`config.mk`:
```
export PLATFORM = sky130hd
export DESIGN_NAME = fifo_uart_tx
export DESIGN_NICKNAME = d
export VERILOG_FILES = /design/src/rtl/fifo_uart_pkg.sv /design/src/rtl/fifo_uart_tx_bit_timer.sv /design/src/rtl/fifo_uart_tx.sv
export SDC_FILE = /design/constraint.sdc
export NUM_CORES = 1
export LEC_CHECK = 0
export ABC_AREA = 0
export CAP_MARGIN = 5
export CORE_ASPECT_RATIO = 0.9
export CORE_UTILIZATION = 30
export CTS_CLUSTER_SIZE = 24
export DETAILED_ROUTE_END_ITERATION = 10
export MAX_ROUTING_LAYER = met4
export PLACE_DENSITY = 0.47
export SLEW_MARGIN = 0
export SYNTH_ARGS = -nofsm -noshare
export SYNTH_HDL_FRONTEND = slang
export SYNTH_SLANG_ARGS = --single-unit
```
`constraint.sdc`:
```
create_clock -name clk -period 1.9 [get_ports clk]
set_clock_uncertainty 0.15 [all_clocks]
set_input_delay 0.475 -clock clk [delete_from_list [all_inputs] [get_ports clk]]
set_output_delay 0.475 -clock clk [all_outputs]
set_load 0.02 [all_outputs]
```
`src/rtl/fifo_uart_pkg.sv`:
```
// Shared types for the FIFO-fed UART transmitter.
// State encoding and parity mode constants.
package fifo_uart_pkg;

  typedef enum logic [2:0] {
    S_IDLE   = 3'd0,
    S_REQ    = 3'd1,
    S_LOAD   = 3'd2,
    S_START  = 3'd3,
    S_DATA   = 3'd4,
    S_PARITY = 3'd5,
    S_STOP   = 3'd6
  } state_t;

  localparam int PAR_EVEN = 0;
  localparam int PAR_ODD  = 1;

endpackage

```
`src/rtl/fifo_uart_tx_bit_timer.sv`:
```
// Bit-period timer: ticks on the last clk of each serial bit.
// Counter is held at zero while the line is not in a frame.
module uart_bit_timer #(
  parameter int CLKS_PER_BIT = 16
) (
  input  logic clk,
  input  logic res,
  input  logic run,
  output logic bit_tick
);

  localparam int CW =
    (CLKS_PER_BIT > 1) ? $clog2(CLKS_PER_BIT) : 1;
  localparam logic [CW-1:0] LAST = CW'(CLKS_PER_BIT - 1);

  logic [CW-1:0] cnt;

  always_ff @(posedge clk) begin
    if (res || !run) begin
      cnt <= '0;
    end else if (cnt == LAST) begin
      cnt <= '0;
    end else begin
      cnt <= cnt + 1'b1;
    end
  end

  assign bit_tick = run && (cnt == LAST);

endmodule

```
`src/rtl/fifo_uart_tx.sv`:
```
// FIFO drain stage: pops one word at a time and sends it
// as a UART frame (start, data LSB first, parity, stop).
module fifo_uart_tx
  import fifo_uart_pkg::*;
#(
  parameter int WIDTH        = 8,
  parameter int CLKS_PER_BIT = 16,
  parameter int PARITY_EN    = 0,
  parameter int PARITY_ODD   = 0
) (
  input  logic             clk,
  input  logic             res,
  input  logic             tx_enable,
  input  logic             fifo_empty,
  input  logic [WIDTH-1:0] fifo_rdata,
  output logic             fifo_rd_en,
  output logic             tx,
  output logic             busy,
  output logic             frame_done
);

  localparam int BW = $clog2(WIDTH + 1);
  localparam logic [BW-1:0] LAST_BIT = BW'(WIDTH - 1);
  localparam logic HAS_PAR = (PARITY_EN != 0);
  localparam logic ODD     = (PARITY_ODD == PAR_ODD);

  state_t           state;
  logic [BW-1:0]    bit_cnt;
  logic [WIDTH-1:0] sr;
  logic             par;
  logic             run;
  logic             bit_tick;
  logic             fetch;

  assign run = (state == S_START) || (state == S_DATA) ||
               (state == S_PARITY) || (state == S_STOP);
  assign fetch      = tx_enable && !fifo_empty;
  assign busy       = (state != S_IDLE);
  assign frame_done = (state == S_STOP) && bit_tick;

  uart_bit_timer #(
    .CLKS_PER_BIT(CLKS_PER_BIT)
  ) u_timer (
    .clk     (clk),
    .res     (res),
    .run     (run),
    .bit_tick(bit_tick)
  );

  always_ff @(posedge clk) begin
    if (res) begin
      state      <= S_IDLE;
      bit_cnt    <= '0;
      sr         <= '0;
      par        <= 1'b0;
      tx         <= 1'b1;
      fifo_rd_en <= 1'b0;
    end else begin
      fifo_rd_en <= 1'b0;
      unique case (state)
        S_IDLE: begin
          tx <= 1'b1;
          if (fetch) begin
            state      <= S_REQ;
            fifo_rd_en <= 1'b1;
          end
        end
        S_REQ: state <= S_LOAD;
        S_LOAD: begin
          sr      <= fifo_rdata;
          par     <= (^fifo_rdata) ^ ODD;
          bit_cnt <= '0;
          tx      <= 1'b0;
          state   <= S_START;
        end
        // sr always holds the not-yet-sent bits in its LSBs
        S_START: if (bit_tick) begin
          tx    <= sr[0];
          sr    <= sr >> 1;
          state <= S_DATA;
        end
        S_DATA: if (bit_tick) begin
          if (bit_cnt == LAST_BIT) begin
            state <= HAS_PAR ? S_PARITY : S_STOP;
            tx    <= HAS_PAR ? par : 1'b1;
          end else begin
            bit_cnt <= bit_cnt + 1'b1;
            tx      <= sr[0];
            sr      <= sr >> 1;
          end
        end
        S_PARITY: if (bit_tick) begin
          state <= S_STOP;
          tx    <= 1'b1;
        end
        S_STOP: if (bit_tick) begin
          if (fetch) begin
            state      <= S_REQ;
            fifo_rd_en <= 1'b1;
          end else begin
            state <= S_IDLE;
          end
        end
        default: state <= S_IDLE;
      endcase
    end
  end

endmodule

```
==> results of run 1 <==
-- layout make-up --
cell class                      instances  area, µm²
Clock buffer                            4       45.0
Fill cell                             382       2170
Inverter                                2       7.51
Multi-Input combinational cell         91        734
Sequential cell                        21        423
Tap cell                               46       57.6
Timing Repair Buffer                   34        295
-- power breakdown --
group,switching (mW),internal [mW]
Combinational,0.295,0.254
Clock,0.143,0.149
Sequential,0.0382,0.501
-- per-layer routing --
metal	up-vias	wire (µm)
met1	473	1310
met2	22	1180
met5	-	0
met3	2	109
li1	527	-
met4	0	20
-- cells by family (layout without fill, tap and decap cells) --
| group | Yosys count | after routing | synth area share, % |
|---|---|---|---|
| and+or+nand+nor | 42 | 42 | 23.8 |
| AOI/OAI and AO/OA | 35 | 35 | 24.3 |
| DFF | 21 | 21 | 35.7 |
| buffers and inverters | 10 | 40 | 4.46 |
| muxes | 7 | 7 | 5.95 |
| xor gates and xnor gates | 5 | 5 | 3.72 |
| adders and majority gates | 2 | 2 | 2.12 |
-- how the worst min path moves through the flow --
stage | from | to | cells after the start
after floorplan | u_timer.cnt[0]$_SDFF_PP0_ | u_timer.cnt[0]$_SDFF_PP0_ | 1
after global placement | sr[7]$_SDFFE_PP0P_ | sr[7]$_SDFFE_PP0P_ | 2
after detailed placement | sr[7]$_SDFFE_PP0P_ | sr[7]$_SDFFE_PP0P_ | 2
after CTS | sr[7]$_SDFFE_PP0P_ | sr[7]$_SDFFE_PP0P_ | 2
after global routing | sr[7]$_SDFFE_PP0P_ | sr[7]$_SDFFE_PP0P_ | 2
final | sr[7]$_SDFFE_PP0P_ | sr[7]$_SDFFE_PP0P_ | 2
-- registers in the layout, indices dropped and copies added (netlist names) --
signal       count
bit_cnt          4
fifo_rd_en       1
sr               8
state            3
tx               1
u_timer.cnt      4
-- cells in the mapped netlist (2+ instances only) --
master     n
clkbuf_1   2
buf_2      3
xor2_1     4
nand2b_1   3
o41ai_2    2
a21oi_2    2
o41ai_1    5
o21ai_0    3
ha_1       2
mux2i_1    7
nand4_1    4
nand3_1    2
and3_1     2
nand3b_1   3
o211ai_1   8
dfxtp_1   21
nand2_1    3
nor2b_1    2
a21oi_1    7
or3_1      2
nor2_1    11
-- through the flow --
| step | instances | setup slack [ns] | utilization, % |
|---|---|---|---|
| final | 198 | 0.0378 | 41.9 |
| after global routing | 198 | -0.0160 | 41.9 |
| after CTS | 195 | 0.000351 | 40.1 |
| after detailed placement | 191 | -0.167 | 39.2 |
| after global placement | 191 | -0.169 | 39.2 |
| after floorplan | 122 | 0.00514 | - |
-- worst register-to-register path: cells and delay by family, from the launching register on --
| kind | cells | cell delay [ns] |
|---|---|---|
| flops | 1 | 0.36 |
| buf+inv | 3 | 0.39 |
| fa+ha+maj | 1 | 0.14 |
| compound gates | 2 | 0.33 |
| simple gates | 1 | 0.34 |
-- what timing repair did --
item / CTS / global route
resized for setup: 9 / 7
setup buffers: 0 / 3
pin swaps: 1 / 3
hold buffers: 0 / 0
endpoints found under the setup margin: 2 / 11
==> impl_results.md, run 1 <==
- Global-route met3 utilization: 4.44%
- Overall routing resource usage: 14.6%
- Gate Count Post-Synth: 122
- Peak supply drop: 0.395 mV
- Warnings, synthesis: 0
- DP Area: 0.00146 mm²
- Root buf cell: clkbuf_8
- Die area: 0.00418 mm²
- CP Depth: 4
- Total global routing overflow: 0
- Hpwl dp: 1.91 mm
- Final hold violation count: 0
- Layout cells sized above 1: 26.3%
- Fin. max-slew vios: 0
- Vias in the first global route: 956
- Die X: 68.1 µm
- Ant. Diodes: 0
- Remaining DRCs: 0
- Fin nets: 167
- I/O pin count: 16
- Syn_nets: 136
- Vias per cell: 5.17
- Req. time, crit path: 1.27 ns
- H-Tree Depth: 1
- Core Region: 0.00373 mm²
- Final setup TNS: 0 ns
- Setup CP Type: flip-flop to output pin
- Area delta synth->final: 32.6%
- Final worst-path cycle share: 98.0%
- WL final: 2.62 mm
- TritonCTS buffer count: 3
- Worst-path clk slew: 0.08 ns
- Top cells by area, synth: dfxtp_1 36%, mux2i_1 5.9%, o211ai_1 5.1%
- Most frequent cells in the layout: 19 x dfxtp_1, 18 x buf_4, 13 x clkdlybuf4s50_1
- Max Freq: 537 MHz
- CP arrival: 1.24 ns
- Pwr Total: 1.38 mW
- RSZ-0062 raised after global routing: true
- Critical-path maximum fanout: 2
- Post-layout minimum cycle time: 1.86 ns
- R2r endpoint: sr[6]$_SDFFE_PP0P_
- GRT Max-Usage Layer: met2
- Via Count: 1,024
- Status: completed
- RR Startpoint: u_timer.cnt[0]$_SDFF_PP0_
- Met1 track demand over resource: 18.5%
- Most area-hungry cell type in the Yosys netlist: dfxtp_1
- Max_cap viols: 0
- CP bufs+invs: 1
- Initial Util: 31.6%
- First-pass GRT wire length: 4.34 mm
- Main synth FF type: dfxtp_1
- Met2 usage: 22.5%
- Seq/Total Area, Yosys: 35.7%
- Post-route cell area: 0.00156 mm²
- Worst Setup Start Kind: flip-flop
- Synth Area per Inst: 9.66 µm²
- Worst path cell trace: ha_4 -> nand4_1 -> nor3b_1 -> buf_2
- Synth cell types: 45
- # setup viols final: 0
- Detail-routed net length per standard cell: 13.2 µm
- Initial antenna violation count: 0
- Clock Latency Late Sink: 0.26 ns
- Hold crit path type: flip-flop to flip-flop
- Largest delay share family, worst path: flip-flops
- Remaining antenna violation count: 0
- Worst hold slack: 0.318 ns
- Synthesized flop and latch total: 21
- Worst-Margin Slew: 0.416 ns
- Pin count of the biggest net entering global routing: 16
- Maximum root-to-sink buffer count: 2
- GPL Wtd Cong: 0.782
- CTS tree: done
- Slowest cell delay on critical path: 0.36 ns
- R2r worst-path depth: 7
- Rel. slew slack: 72.0%
- # rows: 21
- Most common cell after layout, fill and taps aside: dfxtp_1
- CP endpoint: frame_done
- CP startpoint: u_timer.cnt[0]$_SDFF_PP0_
- Port bufs: 15
- DR iter-0 viols: 46
- CP endpoint kind: output pin
- Mapped Area: 0.00118 mm²
- Post-synth top area share: 35.7%
- Die height: 61.5 µm
- R2R Setup Slk: 0.10 ns
- Sink Count: 21
- Lkg Pwr: 0.589 nW
- Post-synth EDFFs: 0
- Power Density: 883 mW/mm²
- CP max-delay cell: dfxtp_2
- Drt first pass iters: 4
- FFs w/ async S/R, synth: 0%
(Power assumes the default switching activity.)
==> run 2, diff against run 1 <==
CORE_MARGIN = 5   (was unset)
clock period = 1.85 ns   (was 1.9 ns; I/O delays follow)
==> run 2 against run 1 <==
Die area grew 26%. Cell count rose by 0.51%. Register-to-register slack about the same. Critical path depth did not move. Worst setup slack lost 0.033 ns. Clock power rose by 4%. Sequential power is 2% higher. Critical path type unchanged. Critical endpoint unchanged. Largest power group is now registers. Highest routed layer unchanged.
==> impl_results.md, run 2 (synthesized netlist as in run 1, its figures left out) <==
- Critical-path maximum fanout: 2
- Final WS setup: 0.00473 ns
- Initial Util: 31.4%
- DP Area: 0.00148 mm²
- Status: completed
- Die X: 76.1 µm
- Die area: 0.00528 mm²
- Clock Latency Late Sink: 0.26 ns
- R2r worst-path depth: 6
- Largest Register: sr
- Most frequent cells in the layout: 19 x dfxtp_1, 19 x buf_4, 13 x clkdlybuf4s50_1
- Final hold violation count: 0
- CP Depth: 4
- Worst path cell trace: ha_4 -> nand4_1 -> nor3b_2 -> buf_4
- Hold Path Stages: 2
- Fin nets: 168
- Post-layout minimum cycle time: 1.85 ns
- CP arrival: 1.23 ns
- Hpwl dp: 1.95 mm
- Via Count: 1,011
- Remaining antenna violation count: 0
- CTS tree: done
- Slowest cell delay on critical path: 0.36 ns
- Power Density: 898 mW/mm²
- WL final: 2.67 mm
- # rows: 21
- # setup viols final: 0
- CP bufs+invs: 1
- Die height: 69.5 µm
- First-pass GRT wire length: 4.71 mm
- Detail-routed net length per standard cell: 13.4 µm
- R2R Setup Slk: 0.11 ns
- CP endpoint kind: output pin
- Fillers: 386
- Maximum root-to-sink buffer count: 2
- Hold Path Origin: sr[7]$_SDFFE_PP0P_
- Ant. Diodes: 0
- Worst Setup Start Kind: flip-flop
- Max Freq: 542 MHz
- Total global routing overflow: 0
- Max_cap viols: 0
- Overall routing resource usage: 10.8%
- GPL Wtd Cong: 0.765
- Largest registers: sr (8), bit_cnt (4), u_timer.cnt (4)
- Sink Count: 21
- R2r endpoint: sr[5]$_SDFFE_PP0P_
- Core Region: 0.00376 mm²
- Peak supply drop: 0.584 mV
- Lkg Pwr: 0.586 nW
- Initial antenna violation count: 0
- Vias per cell: 5.08
- Hold EP: sr[7]$_SDFFE_PP0P_
- I/O pin count: 16
- Final worst-path cycle share: 99.7%
- Hold Buf Count CTS: 0
- Pin count of the biggest net entering global routing: 16
- Fin. max-slew vios: 0
- Worst-path clk slew: 0.08 ns
- CP max-delay cell: dfxtp_2
- Req. time, crit path: 1.24 ns
- Hold crit path type: flip-flop to flip-flop
- DR iter-0 viols: 95
- Area delta synth->final: 32.7%
- RSZ-0062 raised after global routing: true
- Port bufs: 15
- Remaining DRCs: 0
- Setup CP Type: flip-flop to output pin
- Post-route cell area: 0.00156 mm²
- Drt first pass iters: 4
- Largest delay share family, worst path: flip-flops
- Layout cells sized above 1: 27.5%
- Max FFs per register: 8
- H-Tree Depth: 1
- Vias in the first global route: 1,044
- TritonCTS buffer count: 3
- Rel. slew slack: 76.3%
- Pre-CTS WS: -0.210 ns
- Worst-Margin Slew: 0.351 ns
- RR Startpoint: state[0]$_SDFFE_PP0P_
- Root buf cell: clkbuf_8
## run 2: worst max path at each step
stage	to	from
after global placement	frame_done	u_timer.cnt[0]$_SDFF_PP0_
after global routing	frame_done	u_timer.cnt[0]$_SDFF_PP0_
after CTS	frame_done	u_timer.cnt[1]$_SDFF_PP0_
final	frame_done	u_timer.cnt[0]$_SDFF_PP0_
after floorplan	frame_done	u_timer.cnt[0]$_SDFF_PP0_
after detailed placement	frame_done	u_timer.cnt[0]$_SDFF_PP0_
## run 2: where the power goes
group          internal, mW  switching [mW]
Combinational         0.252           0.296
Clock                 0.150           0.155
Sequential            0.514          0.0367
## run 2: routing by layer
| layer | up-vias | share of wire (%) | GRT usage [%] |
|---|---|---|---|
| li1 | 523 | - | - |
| met1 | 468 | 52 | 14.4 |
| met2 | 18 | 43 | 16.3 |
| met3 | 2 | 4.3 | 2.99 |
| met4 | 0 | 0.64 | 2.33 |
| met5 | - | 0 | - |
## run 2: what timing repair did
action / CTS / global route
pin swaps: 2 / 1
buffers inserted: 2 / 0
gates resized for setup: 10 / 8
endpoints found under the setup margin: 10 / 16
## run 2: cell type report
type	instances	area (µm²)	share of cell area (%)
clock buffer	3	41.3	2.64
tap	46	57.6	3.68
multi-input combinational	91	729	46.6
sequential	21	423	27.0
timing repair buffer	35	300	19.2
inverter	2	7.51	0.480
clock inverter	1	5.00	0.320
## run 2: metrics by stage
stage / hold WS, ns / utilization [%] / TNS, ns / power, mW / instances
after CTS: 0.329 / 40.9 / -0.0165 / 1.42 / 199
after global routing: 0.356 / 41.6 / -0.0904 / 1.51 / 199
final: 0.321 / 41.6 / 0 / 1.40 / 199
after global placement: 0.309 / 39.4 / -0.837 / 1.11 / 193
after detailed placement: 0.318 / 39.4 / -0.999 / 1.11 / 193
after floorplan: 0.268 / - / 0 / 0.920 / 122
## run 2: worst register-to-register path: cells and delay by family (launching register included)
family | cells | cell delay (ns)
buffers and inverters | 2 | 0.37
AO/OA/AOI/OAI | 3 | 0.34
AND/OR/NAND/NOR | 1 | 0.46
flip-flops | 1 | 0.33
==> run 3, diff against run 2 <==
CORE_MARGIN = unset   (was 5)
PLACE_DENSITY = 0.51   (was 0.47)
==> run 3 against run 2 <==
Combinational power up 2%. Non-clock buffer count fell by 1. First-iteration DRC count down 32%. Critical endpoint unchanged.
==> impl_results.md, run 3 (synthesized netlist as in run 1, its figures left out) <==
- Status: completed
- Remaining DRCs: 0
- Root buf cell: clkbuf_8
- CP arrival: 1.20 ns
- Setup CP Type: flip-flop to output pin
- Largest Register: sr
- CP max-delay cell: dfxtp_2
- Max FFs per register: 8
- Power Density: 898 mW/mm²
- Req. time, crit path: 1.24 ns
- GPL Wtd Cong: 0.778
- Worst-path clk slew: 0.08 ns
- Most common cell after layout, fill and taps aside: buf_4
- Vias in the first global route: 1,004
- Fin nets: 168
- Post-layout minimum cycle time: 1.82 ns
- Hold crit path type: flip-flop to flip-flop
- Vias per cell: 5.22
- Die height: 61.5 µm
- Max_cap viols: 0
- Non-filler cells, final: 199
- Clock Latency Late Sink: 0.26 ns
- Overall routing resource usage: 14.6%
- Final worst-path cycle share: 98.2%
- Largest registers: sr (8), bit_cnt (4), u_timer.cnt (4)
- Sink Count: 21
- Via Count: 1,039
- Total global routing overflow: 0
- Ant. Diodes: 0
- Final WS setup: 0.0339 ns
- Hold Buf Count CTS: 0
- Setup bufs post-CTS: 0
- Initial antenna violation count: 0
- Hpwl dp: 1.95 mm
- Max Freq: 551 MHz
- Remaining antenna violation count: 0
- P_sw: 0.488 mW
- Peak supply drop: 0.347 mV
- Worst path cell trace: ha_4 -> nand4_1 -> nor3b_2 -> buf_4
- Sw Share: 34.6%
- Register area: 424 µm²
- Pre-CTS WS: -0.210 ns
- Worst-Margin Slew: 0.380 ns
- Core Region: 0.00373 mm²
- Detail-routed net length per standard cell: 13.6 µm
- Most frequent cells in the layout: 19 x buf_4, 18 x dfxtp_1, 12 x clkdlybuf4s50_1
- TritonCTS buffer count: 3
- Multi-input gate area: 741 µm²
- Slowest cell delay on critical path: 0.35 ns
- Critical-path maximum fanout: 2
- Worst Setup Start Kind: flip-flop
- # rows: 21
- RSZ-0062 raised after global routing: true
- Lkg Pwr: 0.586 nW
- Internal power: 0.921 mW
- # setup viols final: 0
- DR iter-0 viols: 65
- Comb pwr share: 39.6%
- CP endpoint kind: output pin
- Fin. max-slew vios: 0
- Maximum root-to-sink buffer count: 2
- Die X: 68.1 µm
- Largest delay share family, worst path: flip-flops
- Clk pwr share: 21.3%
- Initial Util: 31.6%
- First-pass GRT wire length: 4.49 mm
- Seq pwr share: 39.1%
- Count of placed standard cells including taps: 194
- Area delta synth->final: 33.0%
- Drt first pass iters: 4
- Die area: 0.00418 mm²
- Final hold violation count: 0
- Rel. slew slack: 74.4%
- Port bufs: 15
- Layout cells sized above 1: 28.1%
- CP bufs+invs: 1
- WL final: 2.70 mm
- Pin count of the biggest net entering global routing: 16
- Fillers: 371
- CTS tree: done
- I/O pin count: 16
- Final setup TNS: 0 ns
- H-Tree Depth: 1
[run 3: worst reg2reg max path, cell delays in order (launching register included)]
cell and delay [ns]:
dfxtp_2 0.36, buf_6 0.16, or3b_4 0.47, a21oi_4 0.31, o211ai_1 0.14, o41ai_2 0.07
[run 3: area by class of cell]
cell class	instances	share of cell area, %
clock buffers	3	2.63
clock inverters	1	0.319
inverters	2	0.479
multi-input cells	92	47.2
flip-flops and latches	21	27.1
well taps	46	3.67
repair buffers	34	18.6
[run 3: worst paths after layout]
path / to / depth (start not counted) / slack, ns / from
max: frame_done / 4 / 0.03 / u_timer.cnt[1]$_SDFF_PP0_
min: sr[7]$_SDFFE_PP0P_ / 2 / 0.33 / sr[7]$_SDFFE_PP0P_
max reg2reg: sr[6]$_SDFFE_PP0P_ / 5 / 0.11 / state[2]$_SDFFE_PP0P_
min reg2reg: sr[7]$_SDFFE_PP0P_ / 2 / 0.33 / sr[7]$_SDFFE_PP0P_
[run 3: repair_timing]
action                                 CTS  global route
pin swaps                                3             3
cloned                                   1             0
setup endpoints to repair               10             9
endpoints found under the hold margin    0             0
resized for setup                       11             7
[run 3: power by group through the flow]
stage                     logic, mW  clock network, mW  registers, mW
after floorplan               0.341                  0          0.580
after global placement        0.562                  0          0.558
after detailed placement      0.563                  0          0.560
after CTS                     0.559              0.312          0.550
after global routing          0.610              0.332          0.558
final                         0.558              0.301          0.550
[run 3: through the flow]
step | utilization (%) | area (µm²) | hold slack (ns) | total power [mW]
floorplan | - | 1180 | 0.268 | 0.920
global placement | 39.9 | 1490 | 0.307 | 1.12
detailed placement | 39.9 | 1490 | 0.316 | 1.12
CTS | 41.2 | 1540 | 0.329 | 1.42
global route | 42.0 | 1570 | 0.352 | 1.50
finish | 42.0 | 1570 | 0.325 | 1.41
[run 3: per-layer routing]
metal  global-route usage (%)  share of wire, %  vias up
met5                        -                 0        -
met4                     3.57              0.48        0
met3                     2.22               2.0        2
met2                     22.4                46       13
met1                     19.8                52      497
li1                         -                 -      527
